### config.mk
export PLATFORM = sky130hd
export DESIGN_NAME = decoder_nxm_pipe
export DESIGN_NICKNAME = d
export VERILOG_FILES = /design/src/rtl/decoder_nxm_pipe.sv
export SDC_FILE = /design/constraint.sdc
export NUM_CORES = 1
export LEC_CHECK = 0
export CORE_MARGIN = 10
export CORE_UTILIZATION = 38
export DETAILED_ROUTE_END_ITERATION = 8
export PLACE_DENSITY_LB_ADDON = 0.25
export SYNTH_ARGS = -nofsm -noshare
export SYNTH_HDL_FRONTEND = slang
export SYNTH_SLANG_ARGS = --single-unit
export TNS_END_PERCENT = 100
### constraint.sdc
create_clock -name clk -period 1.55 [get_ports clk]
set_input_delay 0.31 -clock clk [delete_from_list [all_inputs] [get_ports clk]]
set_output_delay 0.31 -clock clk [all_outputs]
set_load 0.05 [all_outputs]
### src/rtl/decoder_nxm_pipe.sv
// Registered binary-to-line decoder (one-hot or thermometer) with out-of-range flag and saturating error counter.
// Latency: 1 cycle from accept (in_valid & in_ready) to out_valid.
// Backpressure: single output register; in_ready = en & (~out_valid | out_ready), so it holds while out_ready is low.
module decoder_nxm_pipe #(
   parameter int IN_W  = 3,
   parameter int OUT_W = 8,
   parameter int CNT_W = 8
) (
   input  logic             clk,
   input  logic             rst_n,
   input  logic             en,
   input  logic             mode,
   input  logic             in_valid,
   output logic             in_ready,
   input  logic [IN_W-1:0]  in_code,
   output logic             out_valid,
   input  logic             out_ready,
   output logic [OUT_W-1:0] out_data,
   output logic             out_err,
   input  logic             err_clr,
   output logic [CNT_W-1:0] err_count
);

   // Counter saturation value and unit increment, sized to the counter.
   localparam logic [CNT_W-1:0] CNT_MAX = '1;
   localparam logic [CNT_W-1:0] CNT_ONE = {{(CNT_W-1){1'b0}}, 1'b1};

   logic             w_in_ready;
   logic             w_accept;
   logic             w_in_range;
   logic [OUT_W-1:0] w_dec;
   logic [CNT_W-1:0] w_cnt_base;
   logic [CNT_W-1:0] w_cnt_next;

   logic             r_out_valid;
   logic [OUT_W-1:0] r_out_data;
   logic             r_out_err;
   logic [CNT_W-1:0] r_err_count;

   // The slot is free when empty or when its content leaves this cycle.
   assign w_in_ready = en & (~r_out_valid | out_ready);
   assign w_accept   = in_valid & w_in_ready;

   // When every code maps to a line, the range check collapses to a constant
   // so out_err can never be set.
   generate
      if (OUT_W >= (2 ** IN_W)) begin : g_full_range
         assign w_in_range = 1'b1;
      end else begin : g_partial_range
         localparam logic [IN_W:0] OUT_W_C = (IN_W + 1)'(OUT_W);
         assign w_in_range = ({1'b0, in_code} < OUT_W_C);
      end
   endgenerate

   // Decode the incoming code into one-hot or thermometer lines; all zero if out of range.
   always_comb begin
      w_dec = '0;
      for (int k = 0; k < OUT_W; k++) begin
         if (mode) begin
            w_dec[k] = w_in_range && (k <= int'(in_code));
         end else begin
            w_dec[k] = w_in_range && (k == int'(in_code));
         end
      end
   end

   // Clear takes effect before the increment, so clear plus an erroring accept yields one.
   always_comb begin
      w_cnt_base = err_clr ? '0 : r_err_count;
      w_cnt_next = w_cnt_base;
      if (w_accept && !w_in_range && (w_cnt_base != CNT_MAX)) begin
         w_cnt_next = w_cnt_base + CNT_ONE;
      end
   end

   // Output register: load on accept, drop valid on a drain with no refill.
   // Data and error flag keep their last value when valid falls.
   always_ff @(posedge clk or negedge rst_n) begin
      if (!rst_n) begin
         r_out_valid <= 1'b0;
         r_out_data  <= '0;
         r_out_err   <= 1'b0;
      end else if (w_accept) begin
         r_out_valid <= 1'b1;
         r_out_data  <= w_dec;
         r_out_err   <= ~w_in_range;
      end else if (out_ready) begin
         r_out_valid <= 1'b0;
      end
   end

   // Saturating count of accepted out-of-range codes.
   always_ff @(posedge clk or negedge rst_n) begin
      if (!rst_n) begin
         r_err_count <= '0;
      end else begin
         r_err_count <= w_cnt_next;
      end
   end

   assign in_ready  = w_in_ready;
   assign out_valid = r_out_valid;
   assign out_data  = r_out_data;
   assign out_err   = r_out_err;
   assign err_count = r_err_count;

endmodule

# After elaboration in Yosys (flattened, before gate mapping)
# Cells that the tools add are included.
# totals
output_inout_bits,19
reg_bits,9
word_cells,32
# classes
bitwise_logic,4
eq_ne,7
n_reduce_logical,2
order_cmp,7
n_mux,10
# op_table
cell,n
$eq A3 B3 Y1 const A,4
$le A3 B3 Y1 const A,4
$mux W1,10
$eq A2 B3 Y1 const A,2
$le A2 B3 Y1 const A,2
$eq A1 B3 Y1 const A,1
$le A1 B3 Y1 const A,1
$logic_not A3 Y1,1
$and A1 B1 Y1,2
$reduce_bool A2 Y1,1
$not A1 Y1,1
$or A1 B1 Y1,1

# Depth between registers and ports, before layout
# logic_depth
depth_word,5
mapped_depth,4
ltp_nobuf,3

# Worst setup path before layout
# Ideal clock, no wire load.
# synth_path
path_type,register to output
startpoint,register r_out_valid (netlist: out_valid)
endpoint,output port in_ready
path_slack_ns,0.092
t_arrival_ns,1.148
path_stages_with_launch,3
n_path_buf,0
path_cell_list,dfrtp_1 -> nand2b_4 -> and2_1
# synth_via
elab_chain_cells,3
# synth_rtl
item,line_no,rtl
"start, declared",35,logic r_out_valid;
"start signal, assigned",80,r_out_valid <= 1'b0;
"start signal, assigned",84,r_out_valid <= 1'b1;
"start signal, assigned",88,r_out_valid <= 1'b0;
$not A1 Y1,41,assign w_in_ready = en & (~r_out_valid | out_ready);
$or A1 B1 Y1,41,
$and A1 B1 Y1,41,
"end, declared",14,"output logic in_ready,"
# No other way between the ends.

# Worst setup path after layout
# layout_path
startpoint,input port out_ready
endpoint,register r_out_data[3] (netlist: out_data[3])
# layout_via
elab_chain_cells,3
# layout_rtl
item,line_no,rtl
"start, declared",17,"input logic out_ready,"
$or A1 B1 Y1,41,
$and A1 B1 Y1,41,
$and A1 B1 Y1,42,assign w_accept = in_valid & w_in_ready;
"end signal, assigned",85,r_out_data <= w_dec;
"end, declared",36,logic [OUT_W-1:0] r_out_data;
# No other way between the ends.
# A chain may end at the register's enable or synchronous reset.

==> run metrics <==
ant diodes=0; status=finished, final reports clean; Clk Tree Root Cell=clkbuf_4; synth unique cells=20; All-Layer GR Usage=roughly 8%; CP Max Fanout=8; H-tree depth=1; Post-synth ARST share=100%; grt total ovfl=0; FMAX=between 0.6 and 0.7 GHz; GRT met1 Usage=just over 7%; drt first pass iters=2; largest net degree at the start of global routing=10; period utilisation layout=between 90 and 100%; dpl hpwl=1.04 mm; Clk pin slew, worst setup/hold paths=roughly 0.060 ns; global-route track usage on met2=12.6%; Post-synth EDFFs=0; Area Growth Syn to Fin=50.3%; RSZ-0062 raised after global routing=no; R2R depth=4; core outline area=0.00135 mm^2; GPL Wtd Cong=~0.66; maxcap violations=0; GR Util met3=approximately 7.7%; vias in the first global route=445; first-pass GRT wire length=2.10 mm; nets@finish=86; total number of vias=~400; clock sink count=9; initial core utilization=42.2%; Most used DFF post-synth=dfrtp_1; IO buf count=18; initial antenna violation count=0; final number of setup-violating endpoints=0; Leak=0.418 nW; drt initial violations=1; Final Util=63.4%; via/cell ratio=4.49; CTS tree=yes; VDD IR-drop max=0.571 mV; Avg WL per Cell=14.5 um; max-slew violations=0; DP Cell Count=86; CP Class=in2reg; DP Area=827 um^2; Die H=58.7 um; layout cell share with drive strength beyond 1=40.0%; Worst Path Required=between 1.5 and 2 ns; Min Hold Slack=about 0.35 ns; Synth Warn #=0; Netlist Area Pre-Place=569 um^2; Finished Cell Area=between 800 and 900 um^2; final WL=1.31 mm; DRC=0; Clock Skews=0.00311 ns; sequential area share after synthesis=39.6%; Finished Layout Cells=90; clk_lat worst skew=0.26 ns; type of the worst min-delay path=in2async; pwr/cell area=roughly 1100 mW/mm^2; syn_area_per_cell=10.7 um^2; post-route ant nets=0; Yosys reg bits=9; Die ar.=0.00345 mm^2; Fin. Hold Viols=0; CTS Buf Count=3; Critical Path Max Stage Delay=0.45 ns; hold buffer count at CTS=0; Period minus WS final=1.48 ns; Crit. End Element=flop; IO Pins=29; crit-path cells=clkdlybuf4s50_1, nand2b_4, buf_4, nor2b_4, mux2_2; Top Usage Layer GRT=met2; # rows=13; Synth Instances=53; slowest stage cell, crit path=clkdlybuf4s50_1; Critical Path Start Type=primary input; Worst EP arrival=1.62 ns; Die X=58.7 um; CTS Buffer Depth=2
==> power breakdown <==
| part | internal (mW) | switching (mW) |
|---|---|---|
| Clock | 0.0991 | 0.0795 |
| Combinational | 0.224 | 0.260 |
| Sequential | 0.273 | 0.0450 |
| Total | 0.596 | 0.384 |
==> state kept, by name, indices dropped and copies added, names as in the netlist <==
register / count
out_data: 8
out_valid: 1
==> metrics by stage <==
step                setup TNS, ns  power (mW)  worst slack (ns)
finish                          0       0.980            0.0667
global route                    0        1.04            0.0209
CTS                             0       0.993            0.0672
detailed placement         -0.693       0.805            -0.113
global placement           -0.559       0.797           -0.0915
floorplan                       0       0.585            0.0921
==> worst paths after layout <==
check	from	to	slack, ns
worst max-delay path	out_ready	out_data[3]	0.07
worst max register to register	out_valid	out_data[3]	0.17
worst min register to register	out_data[4]	out_data[4]	0.56
min in group clk	out_data[4]	out_data[4]	0.56
max in group asynchronous	rst_n	out_valid	0.90
worst min-delay path	rst_n	out_data[7]	0.35
==> cell usage after synthesis (2+ instances only) <==
cell	n	area, um^2
mux2_4	2	30.0
mux2_2	5	56.3
nor2_1	2	7.51
o21ai_0	2	10.0
dfrtp_1	9	225
inv_1	3	11.3
mux2i_1	3	30.0
buf_4	9	67.6
nand2_1	5	18.8
buf_6	3	33.8
==> kinds of logic after synthesis <==
group | Yosys count | synth area share, %
buffers and inverters | 15 | 19.8
AOI/OAI and AO/OA | 5 | 5.06
other | 1 | 0.659
DFF | 9 | 39.6
muxes | 10 | 20.4
and+or+nand+nor | 13 | 14.5
==> routing by layer <==
| layer | vias to the layer above | wire [um] |
|---|---|---|
| met1 | 178 | 465 |
| li1 | 199 | - |
| met5 | - | 0 |
| met2 | 25 | 602 |
| met3 | 2 | 231 |
| met4 | 0 | 9 |
==> cell usage in the layout (no fill, tap or decap) <==
cell type         n
and3_2            1
nand2_1           5
inv_1             3
nor2b_4           1
o21ai_0           2
mux2_2            5
and2_4            1
clkbuf_4          3
buf_4             4
mux2_4            2
nor2_1            2
clkbuf_1          1
o31ai_1           1
buf_12           10
clkdlybuf4s50_1   8
conb_1            9
a21oi_1           1
mux2i_1           3
dfrtp_1           9
nor2b_2           1
nor2_2            1
nand2b_4          1
o22ai_1           1
==> critical path: cells and delay by family <==
family	cells	cell delay (ns)
buf+inv	2	0.55
simple gates	2	0.39
mux	1	0.38
==> area by class of cell <==
cell class	instances	area [um^2]
fillers	121	494
repair buffers	22	310
multi-input cells	37	264
flip-flops and latches	9	225
clock buffers	4	26.3
well taps	15	18.8
inverters	3	11.3
==> timing repair <==
item                                    CTS  global route
setup buffers                             1             0
endpoints found under the setup margin    1             0
hold endpoints to repair                  0             0
resized for setup                         1             0
(Power assumes the default switching activity.)
